<file path="config.mk">
export PLATFORM = sky130hd
export DESIGN_NAME = bus_master_port
export DESIGN_NICKNAME = d
export VERILOG_FILES = /design/src/rtl/bus_pkg.sv /design/src/rtl/bus_serial_shifter.sv /design/src/rtl/bus_master_port.sv
export SDC_FILE = /design/constraint.sdc
export NUM_CORES = 1
export LEC_CHECK = 0
export CAP_MARGIN = 10
export CORE_AREA = 8 8 84 71
export CTS_CLUSTER_SIZE = 10
export DETAILED_ROUTE_END_ITERATION = 6
export DIE_AREA = 0 0 92 79
export PLACE_DENSITY = 0.92
export SYNTH_ARGS = -nofsm -noshare
export SYNTH_HDL_FRONTEND = slang
export SYNTH_SLANG_ARGS = --single-unit
</file>
<file path="constraint.sdc">
create_clock -name clk -period 4.22 [get_ports clk]
set_input_delay 0.844 -clock clk [delete_from_list [all_inputs] [get_ports clk]]
set_output_delay 0.844 -clock clk [all_outputs]
set_load 0.005 [all_outputs]
</file>
<file path="src/rtl/bus_pkg.sv">
`default_nettype none
// ============================================================================
//  Module      : bus_pkg
//  Description : Shared definitions for the serial system-bus master port:
//                controller state encoding, slave-select cycle count and the
//                slave-select codes carried on cmd_slave.
//  Revision    : 1.0 - initial release
// ============================================================================
package bus_pkg;

    // Controller states
    typedef enum logic [2:0] {
        ST_IDLE  = 3'd0,
        ST_REQ   = 3'd1,
        ST_SEL   = 3'd2,
        ST_CONN  = 3'd3,
        ST_ADDR  = 3'd4,
        ST_WDATA = 3'd5,
        ST_RDATA = 3'd6,
        ST_DONE  = 3'd7
    } state_t;

    // Number of bus cycles used to present the slave select
    localparam int SEL_CYCLES = 3;

    // Slave-select encodings on cmd_slave
    localparam logic [1:0] SLV1 = 2'd0;
    localparam logic [1:0] SLV2 = 2'd1;
    localparam logic [1:0] SLV3 = 2'd2;

endpackage : bus_pkg
`default_nettype wire

</file>
<file path="src/rtl/bus_serial_shifter.sv">
`default_nettype none
// ============================================================================
//  Module      : bus_serial_shifter
//  Description : Parallel-load, MSB-first shift register with a bit counter.
//                Each shift presents the next bit on o_bit and captures
//                i_serial_in at the LSB, so the same register serves both
//                serialisation and deserialisation.
//  Ports       : clk/reset     - clock, synchronous active-high reset
//                i_load        - load i_load_data, clear bit counter
//                i_shift       - advance one bit (ignored while loading)
//                i_serial_in   - bit captured at the LSB on each shift
//                i_last_idx    - bit index at which o_done is flagged
//                o_data        - full register contents
//                o_bit         - bit currently presented (MSB)
//                o_done        - current bit is the one at i_last_idx
//  Revision    : 1.0 - initial release
// ============================================================================
module bus_serial_shifter #(
    parameter int WIDTH = 8,
    parameter int CNT_W = $clog2(WIDTH + 1)
) (
    input  logic             clk,
    input  logic             reset,
    input  logic             i_load,
    input  logic [WIDTH-1:0] i_load_data,
    input  logic             i_shift,
    input  logic             i_serial_in,
    input  logic [CNT_W-1:0] i_last_idx,
    output logic [WIDTH-1:0] o_data,
    output logic             o_bit,
    output logic             o_done
);

    logic [WIDTH-1:0] r_data_q;
    logic [WIDTH-1:0] w_data_d;
    logic [CNT_W-1:0] r_cnt_q;
    logic [CNT_W-1:0] w_cnt_d;

    always_comb begin
        w_data_d = r_data_q;
        w_cnt_d  = r_cnt_q;
        if (i_load) begin
            w_data_d = i_load_data;
            w_cnt_d  = '0;
        end else if (i_shift) begin
            w_data_d = {r_data_q[WIDTH-2:0], i_serial_in};
            w_cnt_d  = r_cnt_q + 1'b1;
        end
    end

    always_ff @(posedge clk) begin
        if (reset) begin
            r_data_q <= '0;
            r_cnt_q  <= '0;
        end else begin
            r_data_q <= w_data_d;
            r_cnt_q  <= w_cnt_d;
        end
    end

    assign o_data = r_data_q;
    assign o_bit  = r_data_q[WIDTH-1];
    assign o_done = (r_cnt_q == i_last_idx);

endmodule : bus_serial_shifter
`default_nettype wire

</file>
<file path="src/rtl/bus_master_port.sv">
`default_nettype none
// ============================================================================
//  Module      : bus_master_port
//  Description : Master-side controller for the shared serial system bus.
//                Accepts one read/write command from the core, runs the
//                request / slave-select / address / data bit sequence,
//                tolerates arbiter split periods (m_available=0) and returns
//                a one-cycle response with optional timeout error.
//  Ports       : clk, reset          - clock, synchronous active-high reset
//                cmd_*               - core command handshake and payload
//                rsp_*               - one-cycle completion response
//                m_* (outputs)       - serial bus master drive
//                m_data_in, m_valid_in, m_ready, m_available - bus inputs
//  Revision    : 1.0 - initial release
// ============================================================================
module bus_master_port
    import bus_pkg::*;
#(
    parameter int ADDR_WIDTH = 12,
    parameter int DATA_WIDTH = 8,
    parameter int TIMEOUT    = 255
) (
    input  logic                  clk,
    input  logic                  reset,
    input  logic                  cmd_valid,
    output logic                  cmd_ready,
    input  logic                  cmd_write,
    input  logic [1:0]            cmd_slave,
    input  logic [ADDR_WIDTH-1:0] cmd_addr,
    input  logic [DATA_WIDTH-1:0] cmd_wdata,
    output logic                  rsp_valid,
    output logic [DATA_WIDTH-1:0] rsp_rdata,
    output logic                  rsp_error,
    output logic                  m_request,
    output logic                  m_address_valid,
    output logic                  m_valid,
    output logic                  m_address,
    output logic                  m_data,
    output logic                  m_write_en,
    output logic                  m_burst,
    input  logic                  m_data_in,
    input  logic                  m_valid_in,
    input  logic                  m_ready,
    input  logic                  m_available
);

    // The address path carries the slave select followed by the local address
    localparam int AW   = SEL_CYCLES + ADDR_WIDTH;
    localparam int A_CW = $clog2(AW + 1);
    localparam int D_CW = $clog2(DATA_WIDTH + 1);
    localparam int TW   = $clog2(TIMEOUT + 1);

    localparam logic [A_CW-1:0] C_SEL_LAST  = A_CW'(SEL_CYCLES - 1);
    localparam logic [A_CW-1:0] C_ADDR_LAST = A_CW'(AW - 1);
    localparam logic [D_CW-1:0] C_DATA_LAST = D_CW'(DATA_WIDTH - 1);
    // Counter value on the final permitted waiting cycle
    localparam logic [TW-1:0]   C_TMO_LAST  = TW'(TIMEOUT - 1);

    state_t          r_state_q;
    state_t          w_state_d;
    logic            r_write_q;
    logic            w_write_d;
    logic            r_err_q;
    logic            w_err_d;
    logic [TW-1:0]   r_tmo_q;
    logic [TW-1:0]   w_tmo_d;

    logic            w_accept;
    logic            w_a_shift;
    logic            w_d_shift;
    logic            w_a_bit;
    logic            w_a_done;
    logic [A_CW-1:0] w_a_last_idx;
    logic [AW-1:0]   w_a_load_data;
    logic [AW-1:0]   w_a_data;
    logic            w_d_bit;
    logic            w_d_done;
    logic [DATA_WIDTH-1:0] w_d_data;

    // Slave select is sent as {s[1], s[1], s[0]} ahead of the address bits
    assign w_a_load_data = {cmd_slave[1], cmd_slave[1], cmd_slave[0], cmd_addr};
    assign w_a_last_idx  = (r_state_q == ST_SEL) ? C_SEL_LAST : C_ADDR_LAST;

    bus_serial_shifter #(
        .WIDTH (AW),
        .CNT_W (A_CW)
    ) u_addr_path (
        .clk         (clk),
        .reset       (reset),
        .i_load      (w_accept),
        .i_load_data (w_a_load_data),
        .i_shift     (w_a_shift),
        .i_serial_in (1'b0),
        .i_last_idx  (w_a_last_idx),
        .o_data      (w_a_data),
        .o_bit       (w_a_bit),
        .o_done      (w_a_done)
    );

    bus_serial_shifter #(
        .WIDTH (DATA_WIDTH),
        .CNT_W (D_CW)
    ) u_data_path (
        .clk         (clk),
        .reset       (reset),
        .i_load      (w_accept),
        .i_load_data (cmd_wdata),
        .i_shift     (w_d_shift),
        .i_serial_in (m_data_in),
        .i_last_idx  (C_DATA_LAST),
        .o_data      (w_d_data),
        .o_bit       (w_d_bit),
        .o_done      (w_d_done)
    );

    assign m_burst = 1'b0;

    always_comb begin
        w_state_d       = r_state_q;
        w_write_d       = r_write_q;
        w_err_d         = r_err_q;
        w_tmo_d         = r_tmo_q;
        w_accept        = 1'b0;
        w_a_shift       = 1'b0;
        w_d_shift       = 1'b0;
        cmd_ready       = 1'b0;
        m_request       = 1'b0;
        m_address_valid = 1'b0;
        m_valid         = 1'b0;
        m_address       = 1'b0;
        m_data          = 1'b0;
        m_write_en      = 1'b0;
        rsp_valid       = 1'b0;
        rsp_error       = 1'b0;
        rsp_rdata       = '0;

        case (r_state_q)
            ST_IDLE: begin
                cmd_ready = 1'b1;
                if (cmd_valid) begin
                    w_accept  = 1'b1;
                    w_write_d = cmd_write;
                    w_err_d   = 1'b0;
                    w_state_d = ST_REQ;
                end
            end
            ST_REQ: begin
                m_request       = 1'b1;
                m_address_valid = 1'b1;
                m_write_en      = r_write_q;
                if (m_available) begin
                    w_state_d = ST_SEL;
                end
            end
            ST_SEL: begin
                m_request       = 1'b1;
                m_address_valid = 1'b1;
                m_write_en      = r_write_q;
                m_address       = w_a_bit;
                m_valid         = m_available;
                // A split freezes the bit index so the same bit is re-driven
                if (m_available) begin
                    w_a_shift = 1'b1;
                    if (w_a_done) begin
                        w_tmo_d   = '0;
                        w_state_d = ST_CONN;
                    end
                end
            end
            ST_CONN: begin
                m_request  = 1'b1;
                m_write_en = r_write_q;
                if (m_ready) begin
                    w_state_d = ST_ADDR;
                end else if (m_available) begin
                    if (r_tmo_q == C_TMO_LAST) begin
                        w_err_d   = 1'b1;
                        w_state_d = ST_DONE;
                    end else begin
                        w_tmo_d = r_tmo_q + 1'b1;
                    end
                end
            end
            ST_ADDR: begin
                m_request  = 1'b1;
                m_write_en = r_write_q;
                m_address  = w_a_bit;
                m_valid    = m_available;
                if (m_available) begin
                    w_a_shift = 1'b1;
                    if (w_a_done) begin
                        if (r_write_q) begin
                            w_state_d = ST_WDATA;
                        end else begin
                            w_tmo_d   = '0;
                            w_state_d = ST_RDATA;
                        end
                    end
                end
            end
            ST_WDATA: begin
                m_request  = 1'b1;
                m_write_en = r_write_q;
                m_data     = w_d_bit;
                m_valid    = m_available;
                if (m_available) begin
                    w_d_shift = 1'b1;
                    if (w_d_done) begin
                        w_state_d = ST_DONE;
                    end
                end
            end
            ST_RDATA: begin
                m_request  = 1'b1;
                m_write_en = r_write_q;
                // m_valid_in is only honoured while the bus is available
                if (m_available) begin
                    if (m_valid_in) begin
                        w_d_shift = 1'b1;
                        w_tmo_d   = '0;
                        if (w_d_done) begin
                            w_state_d = ST_DONE;
                        end
                    end else if (r_tmo_q == C_TMO_LAST) begin
                        w_err_d   = 1'b1;
                        w_state_d = ST_DONE;
                    end else begin
                        w_tmo_d = r_tmo_q + 1'b1;
                    end
                end
            end
            ST_DONE: begin
                rsp_valid = 1'b1;
                rsp_error = r_err_q;
                rsp_rdata = (r_err_q || r_write_q) ? '0 : w_d_data;
                w_state_d = ST_IDLE;
            end
            default: begin
                w_state_d = ST_IDLE;
            end
        endcase
    end

    always_ff @(posedge clk) begin
        if (reset) begin
            r_state_q <= ST_IDLE;
            r_write_q <= 1'b0;
            r_err_q   <= 1'b0;
            r_tmo_q   <= '0;
        end else begin
            r_state_q <= w_state_d;
            r_write_q <= w_write_d;
            r_err_q   <= w_err_d;
            r_tmo_q   <= w_tmo_d;
        end
    end

    // Only the MSB of the address path is driven onto the bus
    logic w_a_unused;
    assign w_a_unused = ^w_a_data[AW-2:0];

endmodule : bus_master_port
`default_nettype wire

</file>
# After elaboration in Yosys (flattened, before gate mapping)
# Cells that the tools add are included.
# word_totals
reg_bits,44
in_bits,30
out_inout_bits,18
word_cells,105
# op_classes
addsub,3
n_eq_ne,23
n_mux,56
reduce_logical,15
# op_table
cell,count
$mux W8,14
$mux W3,13
$pmux W8 S4,1
$mux W15,2
$pmux W3 S8,1
$mux W1,21
$ne A2 B2 Y1 const B,10
$reduce_and A9 Y1,2
$eq A3 B3 Y1 const B,4
$add A4 B1 Y4 const B,2
$add A8 B1 Y8 const B,1
$eq A8 B8 Y1 const B,1
$eq A3 B2 Y1 const B,2
$reduce_and A6 Y1,1
$reduce_or A2 Y1,3
$reduce_or A6 Y1,1
$eq A4 B3 Y1 const B,1
$eq A4 B4 Y1,1
$mux W4,1
$ne A2 B1 Y1 const B,2
$reduce_bool A2 Y1,2
$reduce_bool A4 Y1,1
$eq A3 B1 Y1 const B,1
$logic_not A3 Y1,1
other kinds (8),8

# Logic depth before layout (Yosys ltp)
# logic_depth
depth_word,6
ltp_mapped,8
depth_no_buf,7

# Hierarchy
# A second synthesis with hierarchy kept.
# hier_totals
hier_cells,310
hier_area_um2,2836.5
# modules_own_cells
mod,instances,cells_each,area_each_um2,seq_area_each_um2
bus_master_port,1,159,1218.7,260.2
bus_serial_shifter at u_addr_path,1,91,997.2,380.4
bus_serial_shifter at u_data_path,1,60,620.6,240.2

# Worst setup path after synthesis
# Ideal clock, no wire load.
# synth_path
path_type,register -> output
from,reg r_state_q[2]
to,out rsp_rdata[0]
arrival_ps,1331
required_time_ps,3376
slack_ps,2045
path_stages_with_launch,6
cell_sequence,dfxtp_1 > buf_2 > buf_2 > nand3_1 > nor3_1 > and2_1
# synth_between
elab_chain_len,2
# synth_lines
item,line,rtl
start: declaration,bus_master_port.sv:59,state_t r_state_q;
start signal: assignment,bus_master_port.sv:251,r_state_q <= w_state_d;
$eq A3 B3 Y1,bus_master_port.sv:137,case (r_state_q)
$mux W8,bus_master_port.sv:137,
end: declaration,bus_master_port.sv:32,"output logic [DATA_WIDTH-1:0] rsp_rdata,"
# No other way between the ends.

# Worst setup path in the final report
# Ends and elaborated chain as after synthesis.

==> out/metrics.yaml <==
outcome: "finished clean"
cp_max_fo: 21
yosysTopAreaCellShare_pct: 35.3
root_buffer: "clkbuf_8"
synth_ff_type: "dfxtp_1"
fmax_mhz: 295
dp_cells: 386
drtIter0Drc: 158
combPwrFrac_pct: 35.8
postRouteAntennaNets: 0
maxSlewViolCount: 0
ys_seq_area_share_pct: 35.3
drc: 0
synth_area_um2: 2500
finish.utilization_pct: 64.5
hold_class: "reg2reg"
area_growth_pct: 22.0
p_int_uw: 916
rrSetupSlack_ns: 1.96
fin_nets: 366
fin_crit_ns: 3.38
ys_warn_count: 0
synth_cell_types: 57
finClkSkew_ns: 0.00919
arrival_ns: 2.54
worst-endpoint-required_ns: 3.38
core_region_area_um2: 4720
vias: 2332
ys_top_cells_by_count: "49 x nand2_1, 44 x dfxtp_1, 34 x nor2_1, 20 x a21oi_1, 11 x buf_2"
worst-slew-pin-transition_ns: 0.964
yosysMostFrequentCell: "nand2_1"
end_kind: "output pin"
fin_tns_setup_ns: 0
rsz0062_at_grt: "false"
finalPower_mw: 1.43
io_buffers: 46
htreeDepth: 2
gp_congestion: 0.839
grt_pass1_vias: 2179
dpl.hpwl_mm: 4.23
async_reset_ff_share_pct: 0
cp_cell_sequence: "nand3_1, nor3_1, and2_1, clkdlybuf4s50_1"
clkPwrFrac_pct: 23.7
cp_slowest_stage_delay_ns: 0.79
cts.reportedPaths.clkPinSlew_ns: 0.09
wl_per_cell_um: 15.2
io_pins: 48
p_sw_uw: 516
p_seq_share_pct: 40.5
fillers: 384
rows: 23
synth_area_per_cell_um2: 8.38
die_area_um2: 7270
post_cts_buffers: 0
synth_enable_flop_cells: 0
grt_pass1_wl_mm: 10.0
layoutNonFillerInstCount: 394
hold_buffers: 0
dr.pass1.iters: 5
ys_ff_latch: 44
vias_per_cell: 5.92
switching_share_pct: 36.0
cts-resized-gates: 0
synth_largest_area_cell: "dfxtp_1"
start_util_pct: 52.9
synth_area_leaders: "dfxtp_1 35%, nand2_1 7.4%, nor2_1 5.1%"
setup-violations-final: 0
syn_nets: 333
chipWidth_um: 92
cap_violations: 0
overflow: 0
numCtsBuffers: 5
chipHeight_um: 79
vdd_drop_max_mv: 0.296
criticalPathCategory: "reg2out"
num_antenna_cells: 0
p_leak_nw: 1.04
hold_viol: 0
cts.path.max_buffers: 2
antenna_found_initial: 0
power-per-cell-area_nw_per_um2: 470
clock_latency_ns: 0.29
grtUsageTotal_pct: 16.2
timing.final.crit_share_pct: 80.2
cp-start-kind: "flop"
cts_tree: "built"
max_slew_margin_pct: 35.6
synthesis.instances: 298
grt_max_degree: 34
wirelength_mm: 5.99
drive_gt1_share_pct: 12.0
clock_sinks: 44
crit_path_top_delay_cell: "dfxtp_1"
==> through the flow <==
stage	setup WS [ns]	instance area [um2]	hold WS [ns]
CTS	0.855	3040	0.474
detailed placement	1.07	2920	0.459
floorplan	2.05	2500	0.436
global route	0.546	3040	0.503
global placement	1.12	2920	0.447
finish	0.836	3040	0.475
==> critical path: cells and delay by family (launching register included) <==
family | cells | cell delay, ns
buffers and inverters | 1 | 0.51
flip-flops | 1 | 0.79
AND/OR/NAND/NOR | 3 | 0.94
==> layout make-up <==
class	count	area (um2)	area share (%)
Sequential cell	44	881	28.9
Timing Repair Buffer	48	475	15.6
Inverter	9	33.8	1.11
Tap cell	62	77.6	2.55
Clock buffer	6	82.6	2.71
Multi-Input combinational cell	223	1460	47.8
Clock inverter	2	38.8	1.27
==> metal layers <==
metal	up-vias	global-route usage (%)	wire length [um]
li1	1134	-	-
met1	1118	20.3	2670
met2	69	26.2	2920
met3	11	4.05	317
met4	0	6.74	89
met5	-	0	0
==> sequential cells by signal, indices dropped and copies added (netlist names) <==
name and cells:
r_tmo_q 8, u_addr_path.o_data 15, u_data_path.o_data 8, r_err_q 1
u_addr_path.r_cnt_q 4, r_state_q 3, r_write_q 1, u_data_path.r_cnt_q 4
==> cells in the final DEF, fill, tap and decap left out, types with 3 or more instances in the layout <==
cell,synthesis,final
a211oi_2,6,6
a21oi_1,20,20
a22oi_1,5,5
a311oi_1,7,7
a311oi_2,5,5
a31o_2,3,3
a31oi_1,4,4
and2_1,8,8
and3_1,5,5
clkbuf_8,0,6
clkdlybuf4s50_1,0,46
dfxtp_1,44,44
ha_1,5,5
inv_1,7,7
mux2i_1,3,3
nand2_1,49,49
nand3_1,6,6
nand4_1,5,5
nor2_1,34,34
nor3_1,7,7
o211ai_1,3,3
o21ai_0,3,3
xor2_1,5,5
==> path summary, 6_finish.rpt <==
check                              from  depth (start not counted)                     to
setup / recovery           r_state_q[2]                          4           rsp_rdata[0]
hold reg to reg   u_data_path.o_data[3]                          2  u_data_path.o_data[3]
hold / removal    u_data_path.o_data[3]                          2  u_data_path.o_data[3]
setup reg to reg           r_state_q[2]                          4  u_addr_path.o_data[2]
==> cell families after synthesis <==
| group | Yosys count | share of synthesized area [%] |
|---|---|---|
| AND/OR/NAND/NOR | 133 | 26.4 |
| flip-flops | 44 | 35.3 |
| other | 1 | 0.150 |
| adder cells (fa/ha/maj) | 5 | 2.51 |
| buffers and inverters | 31 | 6.42 |
| multiplexers | 3 | 1.20 |
| XOR/XNOR | 7 | 2.46 |
| AO/OA/AOI/OAI | 74 | 25.6 |
==> power by group through the flow <==
stage | combinational (mW) | sequential (mW) | clock (mW)
6_report | 0.512 | 0.580 | 0.339
5_1_grt | 0.562 | 0.593 | 0.367
4_1_cts | 0.514 | 0.577 | 0.345
3_5_place_dp | 0.507 | 0.584 | 0
3_3_place_gp | 0.496 | 0.580 | 0
2_1_floorplan | 0.419 | 0.538 | 0
No activity file was read; power rests on OpenSTA's default activity.
